File: src/rtl/uart_rx_os16.sv
// 8N1 UART receiver clocked at 16x baud: two-flop synchroniser, 3-sample majority
// vote around mid-bit, and a single holding register with a vld_rx/rdy_rx handshake.
module uart_rx_os16 #(
  parameter int DATA_BITS = 8,
  parameter int OSR       = 16
) (
  input  logic                 clk,
  input  logic                 rstn,
  input  logic                 rxd,
  input  logic                 rdy_rx,
  output logic                 vld_rx,
  output logic [DATA_BITS-1:0] d_rx,
  output logic                 frm_err,
  output logic                 ovr_err
);

  localparam int CW = $clog2(OSR);
  localparam int IW = (DATA_BITS > 1) ? $clog2(DATA_BITS) : 1;
  localparam logic [CW-1:0] CNT_S0   = CW'(OSR / 2 - 1);
  localparam logic [CW-1:0] CNT_S1   = CW'(OSR / 2);
  localparam logic [CW-1:0] CNT_EV   = CW'(OSR / 2 + 1);
  localparam logic [CW-1:0] CNT_LAST = CW'(OSR - 1);
  localparam logic [IW-1:0] IDX_LAST = IW'(DATA_BITS - 1);

  typedef enum logic [1:0] {IDLE, START, DATA, STOP} state_t;

  // Handshake: a byte moves to the consumer on a rising clk edge where
  // vld_rx && rdy_rx; d_rx is stable whenever vld_rx is high.

  state_t                 state_q, state_d;
  logic                   s1_q, rxd_s_q;
  logic [CW-1:0]          cnt_q, cnt_d;
  logic [IW-1:0]          idx_q, idx_d;
  logic [DATA_BITS-1:0]   shreg_q, shreg_d;
  logic                   samp0_q, samp0_d, samp1_q, samp1_d;
  logic                   vld_q, vld_d;
  logic [DATA_BITS-1:0]   dat_q, dat_d;
  logic                   frm_q, frm_d, ovr_q, ovr_d;
  logic                   maj, eval, deliver;

  assign maj  = (samp0_q & samp1_q) | (samp0_q & rxd_s_q) | (samp1_q & rxd_s_q);
  assign eval = (cnt_q == CNT_EV);

  always_comb begin
    state_d = state_q;
    cnt_d   = cnt_q;
    idx_d   = idx_q;
    shreg_d = shreg_q;
    samp0_d = samp0_q;
    samp1_d = samp1_q;
    deliver = 1'b0;
    frm_d   = 1'b0;
    ovr_d   = 1'b0;
    vld_d   = vld_q;
    dat_d   = dat_q;

    if (state_q != IDLE) begin
      if (cnt_q == CNT_S0) samp0_d = rxd_s_q;
      if (cnt_q == CNT_S1) samp1_d = rxd_s_q;
    end

    case (state_q)
      IDLE: begin
        cnt_d = '0;
        if (!rxd_s_q) state_d = START;
      end
      START: begin
        cnt_d = cnt_q + CW'(1);
        if (eval && maj) begin
          // Start bit did not hold low through mid-bit: treat as a glitch.
          state_d = IDLE;
          cnt_d   = '0;
        end else if (cnt_q == CNT_LAST) begin
          state_d = DATA;
          cnt_d   = '0;
          idx_d   = '0;
        end
      end
      DATA: begin
        cnt_d = cnt_q + CW'(1);
        if (eval) begin
          shreg_d                = shreg_q >> 1;
          shreg_d[DATA_BITS-1]   = maj;
        end
        if (cnt_q == CNT_LAST) begin
          cnt_d = '0;
          if (idx_q == IDX_LAST) state_d = STOP;
          else                   idx_d   = idx_q + IW'(1);
        end
      end
      STOP: begin
        cnt_d = cnt_q + CW'(1);
        // Leave at mid stop bit so the next start edge is caught early.
        if (eval) begin
          state_d = IDLE;
          cnt_d   = '0;
          if (maj) deliver = 1'b1;
          else     frm_d   = 1'b1;
        end
      end
      default: begin
        state_d = IDLE;
        cnt_d   = '0;
      end
    endcase

    if (deliver) begin
      if (!vld_q) begin
        dat_d = shreg_q;
        vld_d = 1'b1;
      end else if (rdy_rx) begin
        dat_d = shreg_q;
      end else begin
        ovr_d = 1'b1;
      end
    end else if (vld_q && rdy_rx) begin
      vld_d = 1'b0;
    end
  end

  always_ff @(posedge clk or negedge rstn) begin
    if (!rstn) begin
      s1_q    <= 1'b1;
      rxd_s_q <= 1'b1;
      state_q <= IDLE;
      cnt_q   <= '0;
      idx_q   <= '0;
      shreg_q <= '0;
      samp0_q <= 1'b1;
      samp1_q <= 1'b1;
      vld_q   <= 1'b0;
      dat_q   <= '0;
      frm_q   <= 1'b0;
      ovr_q   <= 1'b0;
    end else begin
      s1_q    <= rxd;
      rxd_s_q <= s1_q;
      state_q <= state_d;
      cnt_q   <= cnt_d;
      idx_q   <= idx_d;
      shreg_q <= shreg_d;
      samp0_q <= samp0_d;
      samp1_q <= samp1_d;
      vld_q   <= vld_d;
      dat_q   <= dat_d;
      frm_q   <= frm_d;
      ovr_q   <= ovr_d;
    end
  end

  assign vld_rx  = vld_q;
  assign d_rx    = dat_q;
  assign frm_err = frm_q;
  assign ovr_err = ovr_q;

endmodule

File: config.mk
export PLATFORM = sky130hd
export DESIGN_NAME = uart_rx_os16
export DESIGN_NICKNAME = d
export VERILOG_FILES = /design/src/rtl/uart_rx_os16.sv
export SDC_FILE = /design/constraint.sdc
export NUM_CORES = 1
export LEC_CHECK = 0
export ABC_AREA = 1
export BUFFER_PORTS_ARGS = -buffer_cell sky130_fd_sc_hd__buf_2
export CAP_MARGIN = 10
export CORE_ASPECT_RATIO = 1.75
export CORE_UTILIZATION = 50
export DETAILED_ROUTE_END_ITERATION = 8
export GPL_TIMING_DRIVEN = 0
export PLACE_DENSITY = 0.76
export SYNTH_ARGS = -nofsm -noshare
export SYNTH_HDL_FRONTEND = slang
export SYNTH_SLANG_ARGS = --single-unit
export TNS_END_PERCENT = 30
File: constraint.sdc
create_clock -name clk -period 1.62 [get_ports clk]
set_input_delay 0.324 -clock clk [delete_from_list [all_inputs] [get_ports clk]]
set_output_delay 0.324 -clock clk [all_outputs]
set_load 0.05 [all_outputs]
==> results of run 1 <==
==> worst reg2reg max path: cells and delay by family (launching register included) <==
family                   cells  cell delay [ns]
AND/OR/NAND/NOR              3             0.42
flip-flops                   1             0.39
buffers and inverters        3             0.35
adder cells (fa/ha/maj)      1             0.18
AO/OA/AOI/OAI                1             0.05
==> cell usage in the layout, fill, tap and decap left out, types with 2 or more instances in the layout <==
cell type	count
nand2_1	45
clkbuf_8	6
buf_2	14
nand4_4	2
inv_2	5
buf_6	2
o21ai_1	3
nor2_4	3
ha_1	5
o21ai_0	9
o21ai_2	10
a21oi_1	4
nand4_1	3
nor2_1	6
dfrtp_1	28
inv_1	23
dfstp_2	4
nand3_1	6
==> report_power, final <==
group / internal [mW] / switching, mW
logic: 0.248 / 0.536
clock network: 0.345 / 0.282
registers: 0.931 / 0.104
total: 1.52 / 0.922
==> path summary, 6_finish.rpt <==
path	from	endpoint	slack, ns	cells past startpoint
setup / recovery	cnt_q[1]	d_rx[6]	0.12	8
hold / removal	rstn	cnt_q[0]	0.08	1
setup reg to reg	cnt_q[1]	d_rx[6]	0.12	8
hold reg to reg	s1_q	rxd_s_q	0.36	0
max in group asynchronous	rstn	ovr_err	1.10	1
min in group clk	rxd	s1_q	0.14	1
==> per-layer routing <==
layer | wire length (um) | vias to the layer above | GRT usage
li1 | - | 555 | -
met5 | 0 | - | 0
met2 | 1399 | 24 | 0.3416
met4 | 62 | 0 | 0.08418
met1 | 1094 | 531 | 0.2059
met3 | 82 | 7 | 0.05995
==> registers in the layout, summed over array words and instances (netlist names), named ones only <==
| register | count |
|---|---|
| cnt_q | 4 |
| samp0_q | 1 |
| rxd_s_q | 1 |
| state_q | 1 |
| frm_err | 1 |
| idx_q | 3 |
| s1_q | 1 |
| shreg_q | 8 |
| d_rx | 8 |
| samp1_q | 1 |
| ovr_err | 1 |
| vld_rx | 1 |
==> layout make-up <==
type	count	area, sq um	area share
Clock buffer	7	86.33	0.04982
Clock inverter	1	7.507	0.004332
Multi-Input combinational cell	102	600.6	0.3466
Buffer	2	22.52	0.01300
Tap cell	28	35.03	0.02022
Sequential cell	32	805.8	0.4650
Inverter	28	105.1	0.06065
Timing Repair Buffer	14	70.07	0.04043
==> cell families (layout without fill, tap and decap cells) <==
kind of cell / count (synthesis) / after routing / share of synthesized area
and+or+nand+nor: 70 / 70 / 0.2357
DFF: 32 / 32 / 0.5253
buffers and inverters: 30 / 52 / 0.08320
AOI/OAI and AO/OA: 27 / 27 / 0.1150
adders and majority gates: 5 / 5 / 0.04078
==> per-stage QoR <==
| step | hold WS [ns] | area, sq um | cells | worst slack [ns] | total power, mW |
|---|---|---|---|---|---|
| after floorplan | 0.02841 | 1534 | 164 | 0.2806 | 1.648 |
| after global placement | 0.3463 | 1639 | 206 | 0.1744 | 1.776 |
| after detailed placement | 0.3491 | 1639 | 206 | 0.1210 | 1.834 |
| after CTS | 0.1018 | 1733 | 214 | 0.1106 | 2.473 |
| after global routing | 0.1190 | 1733 | 214 | 0.007941 | 2.639 |
| final | 0.08382 | 1733 | 214 | 0.1216 | 2.447 |
==> flow_summary.toml, run 1 <==
[clocking]
cts_buffers = 5
root_buffer = "clkbuf_8"
clk_path_buf_depth = 2
cts_sinks = 32
cts_tree = "yes"
postCtsSetupBuffers = 0
htreeDepth = 2
cts_resized = 0
path_clk_slew_ns = 0.06
ctsHoldBuffers = 0
clk_latency_ns = 0.28

[worst_setup_path]
crit_fanout = 10
path_cells = "inv_1 > ha_1 > inv_1 > nor2_4 > nand4_4 > buf_6 > nand2_1 > o21ai_2"
arrival_ns = 1.67
slowest_stage = "dfrtp_1"
worstSetupStartpointType = "flop"
crit_top_cell = "inv_1"
max_stage_delay_ns = 0.39
worst_path_dominant_cell_family = "simple AND/OR/NAND/NOR gates"
required_ns = 1.79
critPathBufInv = 3
worstSetupPathType = "flop to flop"
endpoint_kind = "flop"

[timing]
fin_setup_tns_ns = 0
grt_setup_unrepaired = "no"
fin_skew_ns = 0.005757
final_hold_viol_count = 0
slew_headroom = 0.5406
post-route-period-util = 0.9249
fin_crit_ns = 1.498
fmax_mhz = 667.4
tightest_slew_ns = 0.6892
finalSetupViolCount = 0
slew_viol_final = 0

[layout]
finish.utilization = 0.5919
fill_cells = 258
syn_to_final_growth_pct = 12.97
nets = 194
drive_gt1_frac = 0.2742
antennaDiodeCount = 0

[global_route]
antenna_found_initial = 0
grt_pass1_wl_um = 4595
grt_overflow = 0
grt_max_degree = 33
grt_pass1_vias = 1067
grt.total_usage = 0.1923

[drt]
vias_per_cell = 5.220
totalWireLength_um = 2639
drt_pass1_iterations = 6
wl_per_cell_um = 12.33
drc = 0
antenna_left = 0
num_vias = 1117
drt_first_iter_violations = 40

[synth]
syn-mean-instance-area_sq_um = 9.353
ys_seq_area_frac = 0.5253
yosysMostFrequentCell = "nand2_1"
synth_fp_nets = 173
synth_ff_type = "dfrtp_1"
yosysTopAreaCell = "dfrtp_1"
netlist-cell-type-count = 22
synthTopCellsByCount = "45 x nand2_1, 28 x dfrtp_1, 23 x inv_1, 10 x o21ai_2, 9 x o21ai_0"
async_flop_share = 1.000
ys_seq_elements = 32
synth_top_area_frac = 0.4568
syn_area_sq_um = 1534
synth_area_leaders = "dfrtp_1 46%, nand2_1 11%, dfstp_2 6.9%"
yosys_warnings = 0
synth_edf_count = 0
synthCells = 164

[pwr]
p_leak_nw = 0.8631
p_per_area_nw_per_um2 = 1412
ir_drop_uv = 779.1

[die]
dieArea_sq_um = 3302
coreArea_sq_um = 2928
start_util = 0.5239
fp.dieW_um = 43.87
rows = 26
ioPinCount = 15
die_height_um = 75.28

[placement]
port_buffers = 14
place.gp.congestion = 0.8158
dp_hpwl_um = 1955

[status]
status = "finished clean"

[job]
drv_cap = 0

[worst_hold_path]
holdCritPathClass = "primary input to asynchronous set/reset pin"
(Power assumes the default switching activity.)
==> run 2: changes to the inputs <==
- BUFFER_PORTS_ARGS: -buffer_cell sky130_fd_sc_hd__buf_2 -> -buffer_cell sky130_fd_sc_hd__buf_4
==> flow_summary.toml, run 2 (same netlist as run 1, synthesis figures left out) <==
[global_route]
grt.total_usage = 0.1910
grt_pass1_wl_um = 4526
antenna_found_initial = 0
grt_pass1_vias = 1063
grt_max_degree = 33
grt_overflow = 0

[clocking]
cts_tree = "yes"
clk_latency_ns = 0.28
postCtsSetupBuffers = 0
root_buffer = "clkbuf_8"
cts_sinks = 32
ctsHoldBuffers = 1
cts_resized = 0
htreeDepth = 2
path_clk_slew_ns = 0.06
clk_path_buf_depth = 2
cts_buffers = 5

[worst_setup_path]
rrSetupSlack_ns = 0.15
cp.depth = 8
setup.worst_path.end = "d_rx[5]"
critPathBufInv = 3
crit_top_cell = "inv_1"
crit_fanout = 10
crit_start = "cnt_q[1]"
slowest_stage = "dfrtp_1"
path_cells = "inv_1 > ha_1 > inv_1 > nor2_4 > nand4_4 > buf_6 > nand2_1 > o21ai_2"
required_ns = 1.79
rr_endpoint = "d_rx[5]"
arrival_ns = 1.64
worstSetupStartpointType = "flop"
worstSetupPathType = "flop to flop"
endpoint_kind = "flop"
worst_path_dominant_cell_family = "simple AND/OR/NAND/NOR gates"
max_stage_delay_ns = 0.40
r2r_start = "cnt_q[1]"
ff2ff_path_depth = 8

[die]
coreArea_sq_um = 2928
rows = 26
die_height_um = 75.28
fp.dieW_um = 43.87
start_util = 0.5239
dieArea_sq_um = 3302
ioPinCount = 15

[timing]
fin_setup_tns_ns = 0
fin_skew_ns = 0.004162
finalSetupViolCount = 0
tightest_slew_ns = 0.3932
post-route-period-util = 0.9072
fin_crit_ns = 1.470
fmax_mhz = 680.5
slew_headroom = 0.7379
grt_setup_unrepaired = "no"
slew_viol_final = 0
final_hold_viol_count = 0

[placement]
port_buffers = 14
numPlacedInstances = 206
dp_hpwl_um = 1982
place.gp.congestion = 0.7989

[drt]
vias_per_cell = 5.248
num_vias = 1123
drt_pass1_iterations = 6
wl_per_cell_um = 12.02
totalWireLength_um = 2573
antenna_left = 0
drt_first_iter_violations = 20
drc = 0

[layout]
drive_gt1_frac = 0.2742
fill_cells = 244
stdcell_count = 214
syn_to_final_growth_pct = 16.07
mostFrequentLayoutCells = "45 x nand2_1, 28 x dfrtp_1, 23 x inv_1"
nets = 195
final_common_cell = "nand2_1"
antennaDiodeCount = 0

[job]
drv_cap = 0

[pwr]
p_leak_nw = 0.8741
p_per_area_nw_per_um2 = 1374
ir_drop_uv = 952.6

[worst_hold_path]
holdCritPathClass = "primary input to flop"

[status]
status = "finished clean"
[run 2: layout make-up]
cell class              count  area (sq um)  area share
plain buffers               2         22.52     0.01265
clock buffers               7         96.34     0.05411
inverters                  28         105.1     0.05903
multi-input cells         102         600.6      0.3373
flip-flops and latches     32         805.8      0.4526
well taps                  28         35.03     0.01968
repair buffers             15         115.1     0.06465
[run 2: worst min path at each step]
stage / slack, ns / cells past startpoint / to / startpoint
after floorplan: 0.03 / 0 / asynchronous set/reset pin / rstn
after global placement: 0.27 / 1 / cnt_q[3] / rstn
after detailed placement: 0.28 / 1 / cnt_q[3] / rstn
after CTS: 0.15 / 1 / s1_q / rxd
after global routing: 0.13 / 1 / s1_q / rxd
final: 0.15 / 1 / s1_q / rxd
[run 2: report_power, final]
group          switching (mW)  leakage (nW)  internal [mW]
logic                   0.527         0.399          0.250
clock network           0.257        0.0503          0.377
registers               0.102         0.425          0.932
[run 2: layer usage]
layer	GRT usage	part of all wire
met5	0	0
met1	0.2050	0.40
met4	0.09091	0.020
met3	0.06715	0.045
met2	0.3300	0.53
[run 2: per-stage QoR]
step,instance area (sq um),total power [mW],hold WS (ns),worst slack (ns),utilization
2_1_floorplan,1534,1.648,0.02841,0.2806,-
3_3_place_gp,1674,1.778,0.2736,0.1768,0.5718
3_5_place_dp,1674,1.826,0.2793,0.1571,0.5718
4_1_cts,1780,2.474,0.1460,0.1468,0.6081
5_1_grt,1780,2.642,0.1349,0.01619,0.6081
6_report,1780,2.446,0.1533,0.1504,0.6081
